<file path="src/rtl/chnl_stream_arb_pkg.sv">
// Shared types and constants for the channel stream arbiter.
// Holds the FSM state encoding and the ceil-log2 helper used to size the source tag.
package chnl_stream_arb_pkg;

   typedef enum logic {
      IDLE   = 1'b0,
      LOCKED = 1'b1
   } state_t;

   function automatic int clog2(input int n);
      int r;
      r = 0;
      while ((1 << r) < n) r++;
      return r;
   endfunction

endpackage

</file>
<file path="src/rtl/chnl_stream_arb_rr_pick.sv">
// Rotating-priority encoder: picks the first set request after the last grant, wrapping.
// Purely combinational; any=0 means no request is pending.
module chnl_stream_arb_rr_pick
   import chnl_stream_arb_pkg::*;
#(
   parameter  int N   = 4,
   localparam int IDW = clog2(N)
) (
   input  logic [N-1:0]   req,
   input  logic [IDW-1:0] last,
   output logic [N-1:0]   gnt_onehot,
   output logic [IDW-1:0] gnt_idx,
   output logic           any
);

   logic [IDW-1:0] idx;

   // Walk the ports starting one past the last winner; the first hit wins.
   always_comb begin
      gnt_onehot = '0;
      gnt_idx    = '0;
      any        = 1'b0;
      idx        = '0;
      for (int k = 1; k <= N; k++) begin
         idx = IDW'((int'(last) + k) % N);
         if (!any && req[idx]) begin
            any             = 1'b1;
            gnt_onehot[idx] = 1'b1;
            gnt_idx         = idx;
         end
      end
   end

endmodule

</file>
<file path="src/rtl/chnl_stream_arb.sv">
// Packet-aware N-way round-robin arbiter feeding one registered valid/ready output.
// A winner keeps the grant until its last beat transfers; every beat carries its source index.
module chnl_stream_arb
   import chnl_stream_arb_pkg::*;
#(
   parameter  int N     = 4,
   parameter  int WIDTH = 32,
   localparam int IDW   = clog2(N)
) (
   input  logic               clk,
   input  logic               srst,
   input  logic [N-1:0]       s_val,
   output logic [N-1:0]       s_rdy,
   input  logic [N*WIDTH-1:0] s_data,
   input  logic [N-1:0]       s_last,
   output logic               m_val,
   input  logic               m_rdy,
   output logic [WIDTH-1:0]   m_data,
   output logic               m_last,
   output logic [IDW-1:0]     m_src,
   output logic               busy
);

   state_t         state;
   logic [IDW-1:0] last_grant;
   logic [IDW-1:0] owner;
   logic [IDW-1:0] sel;
   logic [N-1:0]   gnt_onehot;
   logic [IDW-1:0] gnt_idx;
   logic           any;
   logic           space;
   logic           take;

   chnl_stream_arb_rr_pick #(.N(N)) u_pick (
      .req        (s_val),
      .last       (last_grant),
      .gnt_onehot (gnt_onehot),
      .gnt_idx    (gnt_idx),
      .any        (any)
   );

   // Ready depends only on valids, downstream ready and state, never on data or last.
   always_comb begin
      space = ~m_val | m_rdy;
      s_rdy = '0;
      sel   = gnt_idx;
      if (!srst) begin
         if (state == LOCKED) begin
            sel          = owner;
            s_rdy[owner] = space;
         end else if (any && space) begin
            s_rdy = gnt_onehot;
         end
      end
      take = s_val[sel] & s_rdy[sel];
   end

   always_ff @(posedge clk) begin
      if (srst) begin
         m_val      <= 1'b0;
         m_data     <= '0;
         m_last     <= 1'b0;
         m_src      <= '0;
         state      <= IDLE;
         last_grant <= IDW'(N - 1);
         owner      <= '0;
         busy       <= 1'b0;
      end else begin
         if (take) begin
            m_val  <= 1'b1;
            m_data <= s_data[sel*WIDTH +: WIDTH];
            m_last <= s_last[sel];
            m_src  <= sel;
         end else if (m_rdy) begin
            m_val <= 1'b0;
         end
         // A last beat releases the lock and advances rotation; any other beat (re)asserts it.
         if (take) begin
            if (s_last[sel]) begin
               state      <= IDLE;
               busy       <= 1'b0;
               last_grant <= sel;
            end else begin
               state <= LOCKED;
               busy  <= 1'b1;
               owner <= sel;
            end
         end
      end
   end

endmodule

</file>
<file path="config.mk">
export PLATFORM = sky130hd
export DESIGN_NAME = chnl_stream_arb
export DESIGN_NICKNAME = d
export VERILOG_FILES = /design/src/rtl/chnl_stream_arb_pkg.sv /design/src/rtl/chnl_stream_arb_rr_pick.sv /design/src/rtl/chnl_stream_arb.sv
export SDC_FILE = /design/constraint.sdc
export NUM_CORES = 1
export LEC_CHECK = 0
export CAP_MARGIN = 0
export CELL_PAD_IN_SITES_DETAIL_PLACEMENT = 1
export CELL_PAD_IN_SITES_GLOBAL_PLACEMENT = 2
export CORE_AREA = 10 10 139 141
export CTS_CLUSTER_SIZE = 16
export DETAILED_ROUTE_END_ITERATION = 7
export DIE_AREA = 0 0 149 151
export GPL_TIMING_DRIVEN = 0
export PLACE_DENSITY = 0.85
export SYNTH_ARGS = -nofsm -noshare
export SYNTH_HDL_FRONTEND = slang
export SYNTH_SLANG_ARGS = --single-unit
</file>
<file path="constraint.sdc">
create_clock -name clk -period 4 [get_ports clk]
set_input_delay 1 -clock clk [delete_from_list [all_inputs] [get_ports clk]]
set_output_delay 1 -clock clk [all_outputs]
set_load 0.01 [all_outputs]
</file>
* After elaboration in Yosys (flattened, before gate mapping)
Index checks and enable logic that the tools add are counted.
Storage, ports and cells: register bits 41, input bits 139, output and inout bits 41, logic and storage cells 90
Cells by class: add/sub/neg operators 4, $lt $le $gt $ge 11, shift-type cells 1, muxes and demuxes 44, bitwise gates (word level) 8, reduce and logical (&&, ||, !) cells 15
Operator list (count):
- variable part select 128 x 8 -> 32 bit | 1
- two-way mux 4 bit | 7
- two-way mux 1 bit | 19
- < comparator 2 x 3 -> 1 bit (second input constant) | 6
- binary-select mux 1 bit (select 2 bit) | 7
- two-way mux 2 bit | 6
- OR 4 bit | 3
- demux 1 bit (select 2 bit) | 5
- >= comparator 2 x 1 -> 1 bit (second input constant) | 5
- logical AND 1 bit | 9
- adder 2 x 1 -> 2 bit (second input constant) | 2
- adder 2 bit (second input constant) | 2
- bitwise AND 4 bit | 1
- AND reduction 2 bit | 2
- zero test 1 bit | 3
- NOT 1 bit | 2
- nonzero test 2 bit | 1
- bitwise AND 1 bit | 1
- OR 1 bit | 1

* Logic depth before layout (Yosys ltp)
Gate-level depths: netlist of run 1.
depth after elaboration 21, depth in mapped cells 15, depth with buffers taken out 10

* Hierarchy
A second synthesis of run 1 with hierarchy kept.
Unflattened totals: cell total of the unflattened synthesis 373, area total of the unflattened synthesis 3582.2 µm²
Modules (own cells, without submodules):
- chnl_stream_arb | times used 1, cells an instance 287, area each 2952.8 µm², sequential area each 820.8 µm²
- chnl_stream_arb_rr_pick | times used 1, cells an instance 86, area each 629.4 µm², sequential area each 0.0 µm²

* Worst setup path after synthesis of run 1
No wires, ideal clock.
path kind reg-to-output, from reg last_grant[0], to out s_rdy[0], data arrival time 2.567 ns, data required time 3.000 ns, setup slack 0.433 ns, cell stages (with the launch flop) 11, buffers on the path 2, cells stage by stage dfxtp_1 -> buf_4 -> inv_4 -> ha_1 -> buf_2 -> mux2_2 -> mux2_2 -> a2111oi_0 -> o2bb2ai_1 -> a21oi_2 -> inv_1
On the way: word-level cells in the longest chain between the ends 17, elaborated cells on any way between the ends 53, those cells by class add/sub (4); order compare (8); mux (27); bitwise (3); reduce/logical (11)
RTL lines:
- from (decl) | line chnl_stream_arb.sv:25 | logic [IDW-1:0] last_grant;
- from (signal assigned) | line chnl_stream_arb.sv:65 | last_grant <= IDW'(N - 1);
- from (signal assigned) | line chnl_stream_arb.sv:82 | last_grant <= sel;
- parallel branches: the longest is 14 deep, another holds < comparator 2 x 3 -> 1 bit
- two-way mux 4 bit * | line chnl_stream_arb.sv:51 | end else if (any && space) begin
- two-way mux 4 bit * | line chnl_stream_arb.sv:48 | if (state == LOCKED) begin
- two-way mux 4 bit * | line chnl_stream_arb.sv:47 | if (!srst) begin
- to (decl) | line chnl_stream_arb.sv:13 | output logic [N-1:0] s_rdy,
Mark *: on every way between the ends. The select of a mux whose other input is x is not followed.

* Final worst setup path of run 1
Ends and elaborated chain as after synthesis.

==> results of run 1 <==
## how the worst max path moves through the flow
stage                               startpoint        to  cells after the start
global placement                      s_val[1]  s_rdy[0]                      8
floorplan           last_grant[0]$_SDFFE_PP1P_  s_rdy[0]                     10
finish              last_grant[0]$_SDFFE_PP1P_  s_rdy[0]                     10
CTS                                   s_val[2]  s_rdy[0]                      9
global route        last_grant[0]$_SDFFE_PP1P_  s_rdy[0]                     10
detailed placement                    s_val[1]  s_rdy[1]                      8
## cell type report
| cell class | instances | area (sq um) | area share |
|---|---|---|---|
| well taps | 220 | 275 | 0.0447 |
| flip-flops and latches | 41 | 828 | 0.134 |
| repair buffers | 193 | 1870 | 0.303 |
| multi-input cells | 322 | 2770 | 0.450 |
| inverters | 8 | 36.3 | 0.00589 |
| clock buffers | 6 | 129 | 0.0209 |
| plain buffers | 35 | 243 | 0.0394 |
| clock inverters | 1 | 8.76 | 0.00142 |
## cells in the final DEF, fill, tap and decap left out, drive strengths merged, types with 2 or more instances in the layout
cell type        n
o211ai           4
and2             2
clkdlybuf4s50  171
a2111oi          2
mux2i          106
a31oi            2
o22ai            4
nand3           35
inv              7
buf             48
o2bb2ai          2
nor2            10
nor4             2
clkbuf          13
nand4            3
o32ai            2
a21oi           39
o32a             3
dfxtp           41
nand2           10
and3             5
ha               8
nand2b           6
a221o            2
nor3             5
mux4             2
mux2             6
nor2b            2
o21ai           44
## layer usage
layer	track usage	vias to the layer above
li1	-	1926
met1	0.156	1961
met2	0.279	100
met3	0.0403	8
met4	0.0236	0
met5	0	-
## stage by stage
step	power, mW	hold WS (ns)	TNS (ns)	util	cell area (sq um)
floorplan	1.90	0.488	0	-	3750
global placement	2.55	0.454	-4.16	0.353	5810
detailed placement	2.60	0.464	-6.81	0.353	5810
CTS	3.09	0.470	0	0.372	6120
global route	3.28	0.490	0	0.374	6160
finish	3.07	0.468	0	0.374	6160
## worst max-delay path: stages (launching register included)
cell and delay [ns]:
dfxtp_4 0.41, inv_4 0.11, ha_1 0.34, buf_6 0.15, mux2_4 0.33, mux2_4 0.31, a2111oi_4 0.37, o2bb2ai_2 0.13
a21oi_2 0.23, inv_1 0.05, buf_2 0.14
## what timing repair did
item,4_1_cts,5_1_grt
endpoints found under the setup margin,4,4
endpoints found under the hold margin,0,0
setup buffers,7,8
resized for setup,44,8
pin swaps,8,3
## state kept, by name, indices dropped and copies added, names as in the netlist
register    flops
m_val           1
m_last          1
owner           2
m_src           2
state           1
last_grant      2
m_data         32
## cells by family (layout without fill, tap and decap cells)
kind of cell / count (synthesis) / after routing
AO/OA/AOI/OAI: 116 / 116
flip-flops: 41 / 41
AND/OR/NAND/NOR: 84 / 84
multiplexers: 114 / 114
adder cells (fa/ha/maj): 8 / 8
buffers and inverters: 45 / 243
## power by group through the flow
stage                     combinational, mW  clock (mW)  sequential, mW
after CTS                              2.12       0.404           0.564
final                                  2.11       0.390           0.565
after floorplan                        1.30           0           0.597
after detailed placement               2.03           0           0.570
after global routing                   2.29       0.419           0.576
after global placement                 1.99           0           0.568
==> impl_metrics.ini, run 1 <==
[global_routing]
grt.overflow.total = 0
grt_use_total = 0.145
grt_pass1_wl_microns = 25800
grt_max_degree = 13
grt_pass1_vias = 4513
antenna_found_initial = 0

[logic_synthesis]
synth_top_cell_by_area = mux2i_1
seq_area_frac_synth = 0.219
async_reset_ff_frac = 0
synth.most_common_cell = mux2i_1
synth_common_cells = mux2i_1 (106), dfxtp_1 (41), nand3_1 (35)
synth_cell_types = 55
synth_compound_area_frac = 0.247
synthCells = 408
syn_avg_cell_area_sq_um = 9.20
synth_top_family_by_area = multiplexers
synth_xor_area_frac = 0
synth_fa_ha_area_frac = 0.0267
synth_flop_cell = dfxtp_1
syn_area_sq_mm = 0.00375
synth_edf_count = 0
synthTopCellsByArea = mux2i_1 (28%), dfxtp_1 (22%), a21oi_2 (5.4%)
ys_warn_count = 0
synth.top_cell.area_share = 0.283
syn_nets = 555
synth_mux_area_frac = 0.313
synth-seq-cells = 41
synth_simple_gate_area_frac = 0.120

[die]
core_sq_mm = 0.0165
dieHeight_microns = 151
dieArea_sq_mm = 0.0225
fp.dieW_microns = 149
start_util = 0.228
io_pins = 180
row_count = 47

[clock_network]
cts.path.max_buffers = 2
clk_latency_ns = 0.28
clkSlewWorstSetupHoldPaths_ns = 0.06
clock-sinks = 41
cts_hold_buffers = 0
root_buffer = clkbuf_16
cts_tree = built
cts-buffers-inserted = 5
htree_num_levels = 2

[min_path]
min_from = m_data[24]$_SDFFE_PP0P_
holdPathStages = 2
hold_end = m_data[24]$_SDFFE_PP0P_
hold_path.class = register to register

[worst_setup_path]
regToRegStartpoint = last_grant[0]$_SDFFE_PP1P_
r2r_cells = 12
end_kind = output port
start_kind = register
worstPathArrival_ns = 2.85
r2r-end = owner[1]$_SDFFE_PP0P_
crit_type = register to output port
worstPathRequired_ns = 3.00
path_max_fanout = 12
worst-r2r-setup-slack_ns = 0.54

[placed_design]
numPortBuffers = 178
hpwl_microns = 13600
post-place-cells = 806
place.gp.congestion = 0.906
place_worst_setup_slack_ns = -0.809

[sta]
fin_ws_ns = 0.151
finalMaxSlewViolations = 0
tightest_slew_ns = 0.822
finalHoldViolations = 0
period_share = 0.962
slew_headroom = 0.452
max_freq_ghz = 0.260
period_minus_slack_ns = 3.85
setup_viol = 0
fin_skew_ns = 0.00559
rsz0062_at_grt = no

[layout]
antenna_cells = 0
nets = 753
layout-drive-gt1-share = 0.215
area_growth_pct = 64.3
fillCellCount = 1892
final_cells = 826

[detailed_routing]
drc_errors = 0
dr_wl_met3_microns = 856
num_vias = 3995
drt_pass1_iterations = 4
first_iter_violations = 150
ant_nets = 0
wl_microns = 16800
dr_wl_met2_microns = 9100
wl_met1_microns = 6680
wire_per_inst_microns = 20.3
vias_per_cell = 4.84
top_layer = met4

[pwr]
internal_power_mw = 1.76
powerDensity_mw_per_mm2 = 498
p_sw_frac = 0.427
comb_power_share = 0.689
leakage_nw = 2.36
pwr-share-clk = 0.127
power_frac_seq = 0.184
peakVddDrop_mv = 0.183
p_sw_mw = 1.31

[status]
status = finished, final reports clean

[flow_run]
drv_cap = 0
Note: power is estimated with default switching activity, not from simulation.
==> run 2: changes to the inputs <==
==> constraint.sdc (replaced) <==
create_clock -name clk -period 4 [get_ports clk]
set_input_delay 0.4 -clock clk [delete_from_list [all_inputs] [get_ports clk]]
set_output_delay 0.4 -clock clk [all_outputs]
set_load 0.01 [all_outputs]
==> run 2 against run 1 <==
Die area did not move; first-iteration DRC count did not move; fmax rose by 0.72%; via count fell by 0.50%; critical path type unchanged; sequential power barely moved.
==> impl_metrics.ini, run 2 (same netlist as run 1, synthesis figures left out) <==
[layout]
nets = 746
final_cell_mix = clkdlybuf4s50_1 (178), mux2i_1 (104), dfxtp_1 (39), nand3_1 (35), a21oi_2 (23)
largest_reg_flops = 32
max_flop_register = m_data
layout-drive-gt1-share = 0.185
area_growth_pct = 60.5
final_common_cell = clkdlybuf4s50_1
antenna_cells = 0

[placed_design]
place.gp.congestion = 0.906
numPortBuffers = 178
hpwl_microns = 13600
place_worst_setup_slack_ns = -0.00539

[die]
io_pins = 180
dieHeight_microns = 151
start_util = 0.228
row_count = 47
fp.dieW_microns = 149
dieArea_sq_mm = 0.0225
core_sq_mm = 0.0165

[clock_network]
clkSlewWorstSetupHoldPaths_ns = 0.06
cts.path.max_buffers = 2
clk_latency_ns = 0.28
htree_num_levels = 2
cts_tree = built
cts-buffers-inserted = 5
cts_hold_buffers = 0
root_buffer = clkbuf_16
clock-sinks = 41

[global_routing]
grt.overflow.total = 0
antenna_found_initial = 0
grt_max_degree = 13
grt_pass1_vias = 4457
grt_pass1_wl_microns = 25100
grt_use_total = 0.141

[sta]
fin_skew_ns = 0.00790
fin_ws_ns = 0.179
holdWs_ns = 0.467
tightest_slew_ns = 0.828
max_freq_ghz = 0.262
period_minus_slack_ns = 3.82
finalMaxSlewViolations = 0
finalHoldViolations = 0
slew_headroom = 0.448
period_share = 0.955
setup-tns-final_ns = 0
setup_viol = 0

[pwr]
comb_power_share = 0.681
pwr-share-clk = 0.131
p_sw_mw = 1.28
internal_power_mw = 1.72
power_frac_seq = 0.189
fin_total_pwr_mw = 2.99
peakVddDrop_mv = 0.182
leakage_nw = 2.29
powerDensity_mw_per_mm2 = 497
p_sw_frac = 0.427

[detailed_routing]
wl_microns = 16400
vias_per_cell = 4.85
wire_per_inst_microns = 20.0
drt_pass1_iterations = 4
drc_errors = 0
first_iter_violations = 150
num_vias = 3975
ant_nets = 0

[worst_setup_path]
start_kind = register
worstPathRequired_ns = 3.60
end_kind = output port
crit_type = register to output port
crit_path_start = last_grant[0]$_SDFFE_PP1P_
worstPathArrival_ns = 3.42
path_max_fanout = 12
regToRegStartpoint = last_grant[0]$_SDFFE_PP1P_

[status]
status = finished, final reports clean

[min_path]
hold_path.class = register to register
min_from = m_data[24]$_SDFFE_PP0P_

[flow_run]
drv_cap = 0
==> run 2: layout make-up <==
class,count,area (sq um)
plain buffers,37,251
clock buffers,6,129
clock inverters,1,8.76
fillers,1893,10400
inverters,8,36.3
multi-input cells,322,2670
flip-flops and latches,41,826
well taps,220,275
repair buffers,184,1830
==> run 2: repair_timing <==
item,4_1_cts,5_1_grt
gates resized for setup,4,7
cloned,0,0
endpoints found under the setup margin,3,7
setup buffers,2,4
pin swaps,2,1
==> run 2: worst max-delay path, cell delays in order (launching register included) <==
cell,delay [ns]
dfxtp_4,0.41
buf_4,0.20
inv_4,0.10
ha_1,0.30
clkbuf_4,0.19
mux2_2,0.38
mux2_2,0.30
a2111oi_2,0.29
o2bb2ai_1,0.17
a21oi_2,0.24
inv_1,0.06
clkdlybuf4s50_1,0.48
==> run 2: metrics by stage <==
| stage | cells | instance area, sq um | utilization |
|---|---|---|---|
| after floorplan | 408 | 3750 | - |
| after global placement | 806 | 5810 | 0.353 |
| after detailed placement | 806 | 5810 | 0.353 |
| after CTS | 815 | 5970 | 0.362 |
| after global routing | 819 | 6020 | 0.366 |
| final | 819 | 6020 | 0.366 |
==> run 2: routing by layer <==
layer / share of wire / global-route usage / routed length [microns]
met5: 0 / 0 / 0
met4: 0.0088 / 0.0236 / 145
met3: 0.055 / 0.0406 / 901
met2: 0.53 / 0.268 / 8770
met1: 0.40 / 0.152 / 6590
==> run 2: power groups by stage <==
stage	clock [mW]	sequential (mW)	combinational, mW
after floorplan	0	0.597	1.30
after global placement	0	0.568	1.99
after detailed placement	0	0.570	2.03
after CTS	0.404	0.564	2.06
after global routing	0.418	0.575	2.21
final	0.391	0.564	2.04
==> run 2: path summary, 6_finish.rpt <==
kind,end,slack [ns],cells past startpoint
worst min-delay path,m_data[24]$_SDFFE_PP0P_,0.47,2
worst max-delay path,s_rdy[0],0.18,11
worst max register to register,owner[1]$_SDFFE_PP0P_,0.33,13
worst min register to register,m_data[24]$_SDFFE_PP0P_,0.47,2
